**src/rtl/game_sequencer_if.sv**
```systemverilog
`default_nettype none
//==============================================================================
// game_sequencer_if : player/collision inputs and game-state outputs of the
//                     frame-tick game sequencer. Revision 1.0
//==============================================================================
interface game_sequencer_if;
  logic        flap;
  logic        hitColumn;
  logic [10:0] Ax;
  logic [10:0] Ay;
  logic [10:0] Bx;
  logic [10:0] By;
  logic [10:0] y_out;
  logic [9:0]  score;
  logic [1:0]  state;
  logic        game_over;
  logic        col_clear;

  modport master (
    input  flap, hitColumn,
    output Ax, Ay, Bx, By, y_out, score, state, game_over, col_clear
  );

  modport slave (
    output flap, hitColumn,
    input  Ax, Ay, Bx, By, y_out, score, state, game_over, col_clear
  );
endinterface
`default_nettype wire

```
**src/rtl/game_sequencer.sv**
```systemverilog
`default_nettype none
//==============================================================================
// game_sequencer : bird physics, scrolling pipe pair, scoring and game FSM,
//                  advanced once per frame tick. Revision 1.0
//==============================================================================
module game_sequencer #(
  parameter int SCREEN_W     = 640,
  parameter int PIPE_W       = 20,
  parameter int PIPE_SPACING = 340,
  parameter int SCROLL_STEP  = 2,
  parameter int BIRD_X       = 200,
  parameter int Y_INIT       = 240,
  parameter int FLOOR_Y      = 10,
  parameter int CEIL_Y       = 470,
  parameter int FLAP_VEL     = 8,
  parameter int GRAVITY      = 1,
  parameter int MAX_FALL     = 10,
  parameter int GAP_MIN      = 112
) (
  input  logic             gameClk,
  input  logic             reset,
  game_sequencer_if.master bus
);

  typedef enum logic [1:0] {
    READY   = 2'd0,
    PLAYING = 2'd1,
    DYING   = 2'd2,
    OVER    = 2'd3
  } state_t;

  localparam logic [10:0]        C_AX_INIT  = 11'(SCREEN_W + PIPE_W);
  localparam logic [10:0]        C_BX_INIT  = 11'(SCREEN_W + PIPE_W + PIPE_SPACING);
  localparam logic [10:0]        C_Y_INIT   = 11'(Y_INIT);
  localparam logic [10:0]        C_FLOOR    = 11'(FLOOR_Y);
  localparam logic [10:0]        C_CEIL     = 11'(CEIL_Y);
  localparam logic [10:0]        C_WRAP_LIM = 11'(PIPE_W + SCROLL_STEP);
  localparam logic [10:0]        C_STEP     = 11'(SCROLL_STEP);
  localparam logic [10:0]        C_WRAP_ADD = 11'(2 * PIPE_SPACING - SCROLL_STEP);
  localparam logic [10:0]        C_BIRD_X   = 11'(BIRD_X);
  localparam logic [10:0]        C_GAP_MIN  = 11'(GAP_MIN);
  localparam logic signed [11:0] C_FLOOR_S  = 12'(FLOOR_Y);
  localparam logic signed [11:0] C_CEIL_S   = 12'(CEIL_Y);
  localparam logic signed [7:0]  C_FLAP_VEL = 8'(FLAP_VEL);
  localparam logic signed [7:0]  C_GRAVITY  = 8'(GRAVITY);
  localparam logic signed [7:0]  C_VEL_MIN  = 8'(-MAX_FALL);
  localparam logic [15:0]        C_SEED     = 16'hACE1;
  localparam logic [10:0]        C_SCORE_MAX = 11'd1023;

  state_t            r_state, w_state_nxt;
  logic [10:0]       r_ax, r_ay, r_bx, r_by, r_y;
  logic [10:0]       w_ax_nxt, w_ay_nxt, w_bx_nxt, w_by_nxt, w_y_nxt;
  logic signed [7:0] r_vel, w_vel_nxt;
  logic [9:0]        r_score, w_score_nxt;
  logic              r_col_clear, w_col_clear_nxt;
  logic              r_flap_d;
  logic [15:0]       r_lfsr;

  logic              w_flap_ev;
  logic              w_lfsr_fb;
  logic signed [11:0] w_y_sum;
  logic              w_ceil_hit, w_floor_hit;
  logic [10:0]       w_y_phys;
  logic signed [7:0] w_vel_dec, w_vel_grav;
  logic              w_a_wrap, w_b_wrap, w_a_pass, w_b_pass;
  logic [10:0]       w_ax_step, w_bx_step, w_gap_y;
  logic [10:0]       w_score_sum;

  assign w_flap_ev = bus.flap & ~r_flap_d;
  assign w_lfsr_fb = r_lfsr[15] ^ r_lfsr[13] ^ r_lfsr[12] ^ r_lfsr[10];

  // Signed 12-bit sum so a fall below zero can never wrap to a huge height.
  assign w_y_sum     = $signed({1'b0, r_y}) + $signed({{4{r_vel[7]}}, r_vel});
  assign w_ceil_hit  = (w_y_sum > C_CEIL_S);
  assign w_floor_hit = (w_y_sum <= C_FLOOR_S);
  assign w_y_phys    = w_ceil_hit  ? C_CEIL  :
                       w_floor_hit ? C_FLOOR : w_y_sum[10:0];
  assign w_vel_dec   = r_vel - C_GRAVITY;
  assign w_vel_grav  = (w_vel_dec < C_VEL_MIN) ? C_VEL_MIN : w_vel_dec;

  assign w_a_wrap  = (r_ax < C_WRAP_LIM);
  assign w_b_wrap  = (r_bx < C_WRAP_LIM);
  assign w_ax_step = w_a_wrap ? (r_ax + C_WRAP_ADD) : (r_ax - C_STEP);
  assign w_bx_step = w_b_wrap ? (r_bx + C_WRAP_ADD) : (r_bx - C_STEP);
  assign w_gap_y   = C_GAP_MIN + {3'b000, r_lfsr[7:0]};
  assign w_a_pass  = (r_ax > C_BIRD_X) && (w_ax_step <= C_BIRD_X);
  assign w_b_pass  = (r_bx > C_BIRD_X) && (w_bx_step <= C_BIRD_X);
  assign w_score_sum = {1'b0, r_score} + {10'd0, w_a_pass} + {10'd0, w_b_pass};

  always_comb begin
    w_state_nxt     = r_state;
    w_ax_nxt        = r_ax;
    w_ay_nxt        = r_ay;
    w_bx_nxt        = r_bx;
    w_by_nxt        = r_by;
    w_y_nxt         = r_y;
    w_vel_nxt       = r_vel;
    w_score_nxt     = r_score;
    w_col_clear_nxt = 1'b0;

    case (r_state)
      READY: begin
        // Score clear lands here, one tick after leaving OVER.
        w_score_nxt = '0;
        if (w_flap_ev) begin
          w_state_nxt = PLAYING;
          w_vel_nxt   = C_FLAP_VEL;
        end
      end
      PLAYING: begin
        w_y_nxt   = w_y_phys;
        w_vel_nxt = w_ceil_hit ? 8'sd0 : (w_flap_ev ? C_FLAP_VEL : w_vel_grav);
        if (bus.hitColumn || w_floor_hit) begin
          w_state_nxt = DYING;
        end else begin
          w_ax_nxt = w_ax_step;
          w_bx_nxt = w_bx_step;
          if (w_a_wrap) w_ay_nxt = w_gap_y;
          if (w_b_wrap) w_by_nxt = w_gap_y;
          w_score_nxt = (w_score_sum > C_SCORE_MAX) ? 10'd1023 : w_score_sum[9:0];
        end
      end
      DYING: begin
        w_y_nxt   = w_y_phys;
        w_vel_nxt = w_ceil_hit ? 8'sd0 : w_vel_grav;
        if (w_floor_hit) w_state_nxt = OVER;
      end
      OVER: begin
        if (w_flap_ev) begin
          w_state_nxt     = READY;
          w_ax_nxt        = C_AX_INIT;
          w_bx_nxt        = C_BX_INIT;
          w_ay_nxt        = C_Y_INIT;
          w_by_nxt        = C_Y_INIT;
          w_y_nxt         = C_Y_INIT;
          w_vel_nxt       = 8'sd0;
          w_col_clear_nxt = 1'b1;
        end
      end
      default: w_state_nxt = READY;
    endcase
  end

  always_ff @(posedge gameClk or negedge reset) begin
    if (!reset) begin
      r_state     <= READY;
      r_ax        <= C_AX_INIT;
      r_bx        <= C_BX_INIT;
      r_ay        <= C_Y_INIT;
      r_by        <= C_Y_INIT;
      r_y         <= C_Y_INIT;
      r_vel       <= 8'sd0;
      r_score     <= '0;
      r_col_clear <= 1'b0;
      r_flap_d    <= 1'b0;
      r_lfsr      <= C_SEED;
    end else begin
      r_state     <= w_state_nxt;
      r_ax        <= w_ax_nxt;
      r_bx        <= w_bx_nxt;
      r_ay        <= w_ay_nxt;
      r_by        <= w_by_nxt;
      r_y         <= w_y_nxt;
      r_vel       <= w_vel_nxt;
      r_score     <= w_score_nxt;
      r_col_clear <= w_col_clear_nxt;
      r_flap_d    <= bus.flap;
      r_lfsr      <= {r_lfsr[14:0], w_lfsr_fb};
    end
  end

  assign bus.Ax        = r_ax;
  assign bus.Ay        = r_ay;
  assign bus.Bx        = r_bx;
  assign bus.By        = r_by;
  assign bus.y_out     = r_y;
  assign bus.score     = r_score;
  assign bus.state     = r_state;
  assign bus.game_over = (r_state == OVER);
  assign bus.col_clear = r_col_clear;

endmodule
`default_nettype wire
```
**src/flat_wrapper.sv**
```systemverilog
// flat-port wrapper written by rule: the top's interface ports become plain ports
module game_sequencer_flat 
#(
  parameter int SCREEN_W     = 640,
  parameter int PIPE_W       = 20,
  parameter int PIPE_SPACING = 340,
  parameter int SCROLL_STEP  = 2,
  parameter int BIRD_X       = 200,
  parameter int Y_INIT       = 240,
  parameter int FLOOR_Y      = 10,
  parameter int CEIL_Y       = 470,
  parameter int FLAP_VEL     = 8,
  parameter int GRAVITY      = 1,
  parameter int MAX_FALL     = 10,
  parameter int GAP_MIN      = 112
)
  (gameClk, reset, bus_flap, bus_hitColumn, bus_Ax, bus_Ay, bus_Bx, bus_By, bus_y_out, bus_score, bus_state, bus_game_over, bus_col_clear);
  game_sequencer_if bus_i ();
  input  logic gameClk;
  input  logic reset;
  input wire logic [$bits(bus_i.flap)-1:0] bus_flap;
  input wire logic [$bits(bus_i.hitColumn)-1:0] bus_hitColumn;
  output wire logic [$bits(bus_i.Ax)-1:0] bus_Ax;
  output wire logic [$bits(bus_i.Ay)-1:0] bus_Ay;
  output wire logic [$bits(bus_i.Bx)-1:0] bus_Bx;
  output wire logic [$bits(bus_i.By)-1:0] bus_By;
  output wire logic [$bits(bus_i.y_out)-1:0] bus_y_out;
  output wire logic [$bits(bus_i.score)-1:0] bus_score;
  output wire logic [$bits(bus_i.state)-1:0] bus_state;
  output wire logic [$bits(bus_i.game_over)-1:0] bus_game_over;
  output wire logic [$bits(bus_i.col_clear)-1:0] bus_col_clear;
  assign bus_i.flap = bus_flap;
  assign bus_i.hitColumn = bus_hitColumn;
  assign bus_Ax = bus_i.Ax;
  assign bus_Ay = bus_i.Ay;
  assign bus_Bx = bus_i.Bx;
  assign bus_By = bus_i.By;
  assign bus_y_out = bus_i.y_out;
  assign bus_score = bus_i.score;
  assign bus_state = bus_i.state;
  assign bus_game_over = bus_i.game_over;
  assign bus_col_clear = bus_i.col_clear;
  game_sequencer #(.SCREEN_W(SCREEN_W), .PIPE_W(PIPE_W), .PIPE_SPACING(PIPE_SPACING), .SCROLL_STEP(SCROLL_STEP), .BIRD_X(BIRD_X), .Y_INIT(Y_INIT), .FLOOR_Y(FLOOR_Y), .CEIL_Y(CEIL_Y), .FLAP_VEL(FLAP_VEL), .GRAVITY(GRAVITY), .MAX_FALL(MAX_FALL), .GAP_MIN(GAP_MIN)) u_core (.gameClk(gameClk), .reset(reset), .bus(bus_i));
endmodule
```
**config.mk**
```make
export PLATFORM = sky130hd
export DESIGN_NAME = game_sequencer_flat
export DESIGN_NICKNAME = d
export VERILOG_FILES = /design/src/rtl/game_sequencer_if.sv /design/src/rtl/game_sequencer.sv /design/src/flat_wrapper.sv
export SDC_FILE = /design/constraint.sdc
export NUM_CORES = 1
export LEC_CHECK = 0
export ABC_AREA = 1
export BUFFER_PORTS_ARGS = -buffer_cell sky130_fd_sc_hd__clkbuf_2
export CORE_ASPECT_RATIO = 1.1
export CORE_MARGIN = 3
export CORE_UTILIZATION = 65
export CTS_BUF_LIST = sky130_fd_sc_hd__clkbuf_8
export CTS_CLUSTER_DIAMETER = 80
export DETAILED_ROUTE_END_ITERATION = 8
export HOLD_SLACK_MARGIN = 0.08
export PLACE_DENSITY = 0.88
export SYNTH_ARGS = -nofsm -noshare
export SYNTH_HDL_FRONTEND = slang
export SYNTH_SLANG_ARGS = --single-unit
```
**constraint.sdc**
```tcl
create_clock -name gameClk -period 9.53 [get_ports gameClk]
set_input_delay 0.953 -clock gameClk [delete_from_list [all_inputs] [get_ports gameClk]]
set_output_delay 0.953 -clock gameClk [all_outputs]
set_load 0.01 [all_outputs]
```
==> results_tabular.tex <==
\begin{tabular}{lr}
\hline
Metric & Value \\
\hline
\multicolumn{2}{l}{\textbf{Pwr}} \\
Leak pwr & roughly 3.3 nW \\
Share of power burned in the clock network & 10.7\% \\
Power after layout & roughly 2.4 mW \\
Highest ir drop seen on vdd & 0.234 mV \\
Power dissipated by switching net loads & between 1 and 1.5 mW \\
Int Power & 1.14 mW \\
Power per Cell Area & between 300 and 400 nW/µm² \\
Seq pwr share & between 20\% and 30\% \\
Switching Share & between 50\% and 60\% \\
Share of power burned in combinational logic & a little under two thirds \\
\multicolumn{2}{l}{\textbf{Routing}} \\
DR DRC count & 0 \\
First-pass DRT Iterations & 5 \\
Total via count in the routed design & about 5k \\
Final antenna-violating net count & 0 \\
Violation count after the first detailed-route iteration & between 200 and 300 \\
Post-detailed-route wirelength per cell & approximately 14 µm \\
Vias per inst & $\sim$5.5 \\
Total Wirelength & 12900 µm \\
\multicolumn{2}{l}{\textbf{CTS}} \\
TritonCTS clock tree & done \\
H-Tree Depth & 3 \\
Post-CTS Setup Bufs & 0 \\
Hold-fix buffer count after cts & 0 \\
Largest buffer count on any clock path & 2 \\
Clk Latency, worst-skew pair & between 300 and 400 ps \\
Number of instances resized during post-cts repair & 0 \\
Clock buffers created by TritonCTS & 9 \\
Root buffer selected by CTS & sky130\_fd\_sc\_hd\_\_clkbuf\_8 \\
Post-CTS clock slew at the launch and capture registers of the worst setup and hold paths & roughly 100 ps \\
Total number of clock tree sinks & 87 \\
\multicolumn{2}{l}{\textbf{STA}} \\
Setup Total Neg Slack & 0 ps \\
Max-slew violation count & 0 \\
Max Fclk & between 200 and 250 MHz \\
Hold violation total from the final report & 0 \\
RSZ-0062 raised after global routing & no \\
Min Tclk post-route & roughly 4700 ps \\
Clk\_skew & roughly 20 ps \\
Slew of the pin with the lowest slew margin & 1050 ps \\
Worst setup margin & 4800 ps \\
Share of the clock period used by the worst path after layout & 49.7\% \\
Max\_slew headroom & 29.9\% \\
Setup-violating endpoint count in the final report & 0 \\
\multicolumn{2}{l}{\textbf{Placement}} \\
Number of cells after detailed placement & just under 900 \\
Count of input and output buffers & 66 \\
Worst slack at placement & approximately 4800 ps \\
Detailed placer's ending HPWL & roughly 9800 µm \\
Weighted congestion at the end of routability-driven global placement & about 0.9 \\
\multicolumn{2}{l}{\textbf{Global routing}} \\
Antenna violations before repair & 0 \\
Global-route wire length before repair & between 20000 and 25000 µm \\
Sum of overflow across all layers after global routing & 0 \\
Number of global-route vias before repair & $\sim$4.9k \\
Largest net degree at the start of global routing & 88 \\
Aggregate global-route resource usage & approximately 28\% \\
\multicolumn{2}{l}{\textbf{Flow run}} \\
Number of maximum-capacitance constraint violations & 0 \\
\multicolumn{2}{l}{\textbf{Synth}} \\
Cell taking the most area after synthesis & sky130\_fd\_sc\_hd\_\_dfrtp\_1 \\
Leading cell type by number of instances after synthesis & sky130\_fd\_sc\_hd\_\_nand2\_1 \\
Synth Instances & a little over 700 \\
Post-synthesis async set-or-reset flop share & between 90\% and 100\% \\
Avg Synthesized Cell Area & between 7 and 8 µm² \\
Sequential area share after synthesis & 39.3\% \\
Number of synthesized flops with an enable pin & 0 \\
Top-area cell type share of the netlist area & roughly a quarter \\
Leading post-synthesis cells by cell area & sky130\_fd\_sc\_hd\_\_dfrtp\_1 25\%, sky130\_fd\_sc\_hd\_\_dfstp\_2 14\%, sky130\_fd\_sc\_hd\_\_nand2\_1 13\% \\
Synthesized area & 5640 µm² \\
Number of synthesized register bits & between 80 and 90 \\
Top post-synthesis cells by count & 190 x sky130\_fd\_sc\_hd\_\_nand2\_1, 92 x sky130\_fd\_sc\_hd\_\_inv\_1, 63 x sky130\_fd\_sc\_hd\_\_nor2\_1, 57 x sky130\_fd\_sc\_hd\_\_dfrtp\_1, 45 x sky130\_fd\_sc\_hd\_\_nand3\_1 \\
Yosys warning total & 0 \\
Yosys cell types & between 40 and 50 \\
Top FF cell, synth & sky130\_fd\_sc\_hd\_\_dfrtp\_1 \\
\multicolumn{2}{l}{\textbf{Layout}} \\
Final Instance Count excl. Fillers & 901 \\
Number of fill cells in the layout & 635 \\
Fin nets & approximately 800 \\
Antenna diode count & 0 \\
Growth of design area from synthesis to finish & 10.0\% \\
Fraction of layout instances using a drive strength above 1 & 20.6\% \\
\multicolumn{2}{l}{\textbf{Die}} \\
Chip Width & 94.8 µm \\
Vertical die dimension & slightly above 100 µm \\
Rows & 35 \\
Core region area & 8410 µm² \\
Starting density of the core & approximately two thirds \\
Floorplan die area & about 9800 µm² \\
I/O pin total & 73 \\
\multicolumn{2}{l}{\textbf{Critical path}} \\
CP Class & flop to flop \\
Worst Path Arrival & $\sim$5000 ps \\
Element type at the critical path end & flop \\
Buf/Inv on CP & 6 \\
Most used cell, CP & sky130\_fd\_sc\_hd\_\_nand2\_1 \\
Worst path required time & 9840 ps \\
Crit start category & flop \\
Cell family contributing the most delay on the critical path & simple AND/OR/NAND/NOR gates \\
Critical-path maximum fanout & 5 \\
Largest stage delay on the critical path & $\sim$440 ps \\
Slowest library cell on the worst path & sky130\_fd\_sc\_hd\_\_dfrtp\_1 \\
\multicolumn{2}{l}{\textbf{Outcome}} \\
Status & completed \\
\multicolumn{2}{l}{\textbf{Worst hold path}} \\
Hold Path Class & flop to flop \\
\hline
\end{tabular}
layout by cell type (no fill, tap or decap), types with 2 or more instances in the layout:
cell type / synthesis / routed
sky130_fd_sc_hd__nand2_2: 16 / 16
sky130_fd_sc_hd__o21ai_1: 13 / 13
sky130_fd_sc_hd__nand4_1: 26 / 26
sky130_fd_sc_hd__nor2_1: 63 / 63
sky130_fd_sc_hd__buf_4: 7 / 2
sky130_fd_sc_hd__o21ai_2: 10 / 10
sky130_fd_sc_hd__fa_1: 2 / 2
sky130_fd_sc_hd__nand3_4: 3 / 3
sky130_fd_sc_hd__o21bai_1: 3 / 3
sky130_fd_sc_hd__ha_1: 32 / 32
sky130_fd_sc_hd__nand2_1: 190 / 190
sky130_fd_sc_hd__nand3b_1: 5 / 5
sky130_fd_sc_hd__clkinv_8: 0 / 2
sky130_fd_sc_hd__dfrtp_1: 57 / 57
sky130_fd_sc_hd__nor3_2: 2 / 2
sky130_fd_sc_hd__inv_1: 92 / 92
sky130_fd_sc_hd__inv_2: 3 / 3
sky130_fd_sc_hd__xor2_1: 14 / 14
sky130_fd_sc_hd__xnor2_1: 9 / 9
sky130_fd_sc_hd__nand2_4: 2 / 2
sky130_fd_sc_hd__a31oi_1: 4 / 4
sky130_fd_sc_hd__clkinv_4: 0 / 2
sky130_fd_sc_hd__dfstp_2: 30 / 30
sky130_fd_sc_hd__clkbuf_2: 0 / 65
sky130_fd_sc_hd__conb_1: 1 / 6
sky130_fd_sc_hd__clkbuf_8: 0 / 9
sky130_fd_sc_hd__nand3_1: 45 / 45
sky130_fd_sc_hd__o211ai_1: 3 / 3
sky130_fd_sc_hd__a21oi_1: 18 / 18
sky130_fd_sc_hd__nand3_2: 4 / 4
sky130_fd_sc_hd__or2_2: 4 / 4
sky130_fd_sc_hd__o22ai_1: 5 / 5
sky130_fd_sc_hd__o21ai_0: 25 / 25
sky130_fd_sc_hd__nor3_1: 6 / 6
worst reg2reg max path: cells and delay by family, from the launching register on:
| family | cells | cell delay (ps) |
|---|---|---|
| flip-flops | 1 | 440 |
| adder cells (fa/ha/maj) | 4 | 1180 |
| buffers and inverters | 6 | 500 |
| XOR/XNOR | 1 | 150 |
| AO/OA/AOI/OAI | 7 | 930 |
| AND/OR/NAND/NOR | 14 | 1470 |
through the flow:
step	area, µm²	utilization, %	hold WS (ps)
2_1_floorplan	5660	-	331
3_3_place_gp	6000	71.4	337
3_5_place_dp	6000	71.4	342
4_1_cts	6200	73.8	363
5_1_grt	6200	73.8	367
6_report	6200	73.8	362
registers in the layout, summed over array words and instances (netlist names), 2 cells and up:
| register | count |
|---|---|
| u_core.bus.Ax | 10 |
| u_core.bus.Ay | 9 |
| u_core.bus.Bx | 10 |
| u_core.bus.By | 9 |
| u_core.bus.score | 10 |
| u_core.bus.state | 2 |
| u_core.bus.y_out | 11 |
| u_core.r_lfsr | 16 |
| u_core.r_vel | 8 |
final cells by class:
type	instances	area, µm²	area share [%]
Inverter	96	360	5.81
Sequential cell	87	2210	35.7
Timing Repair Buffer	67	340	5.49
Clock buffer	9	124	2.00
Clock inverter	7	77.6	1.25
Tap cell	111	139	2.24
Multi-Input combinational cell	524	2950	47.5
power by group through the flow:
stage                     clock network (mW)  registers [mW]  logic, mW
after floorplan                            0           0.632       1.15
after CTS                              0.259           0.614       1.53
after global placement                     0           0.614       1.46
final                                  0.257           0.616       1.53
after global routing                   0.276           0.632       1.73
after detailed placement                   0           0.620       1.52
path summary, 6_finish.rpt:
kind                                  start                  end  slack [ps]  cells past startpoint
max                        u_core.bus.Bx[1]  u_core.bus.score[7]        4800                     32
min                        u_core.r_lfsr[9]    u_core.r_lfsr[10]         360                      0
max reg2reg                u_core.bus.Bx[1]  u_core.bus.score[7]        4800                     32
min reg2reg                u_core.r_lfsr[9]    u_core.r_lfsr[10]         360                      0
max in group asynchronous             reset  u_core.bus.score[6]        8110                      1
min in group asynchronous             reset     u_core.bus.Ay[3]         730                      1
logic make-up after synthesis:
logic type,after synthesis,share of synthesized area [%]
fa+ha+maj,34,7.81
simple gates,373,31.0
flops,87,39.3
compound gates,87,9.17
xor+xnor,24,3.86
buf+inv,114,8.77
other cells,1,0.0665
layer usage:
| metal | wire length [µm] | global-route usage (%) | vias up |
|---|---|---|---|
| met5 | 0 | 0 | - |
| met4 | 371 | 12.0 | 0 |
| met3 | 704 | 6.25 | 36 |
| met2 | 6590 | 47.3 | 153 |
| met1 | 5250 | 34.1 | 2335 |
| li1 | - | - | 2455 |
(Power assumes the default switching activity.)
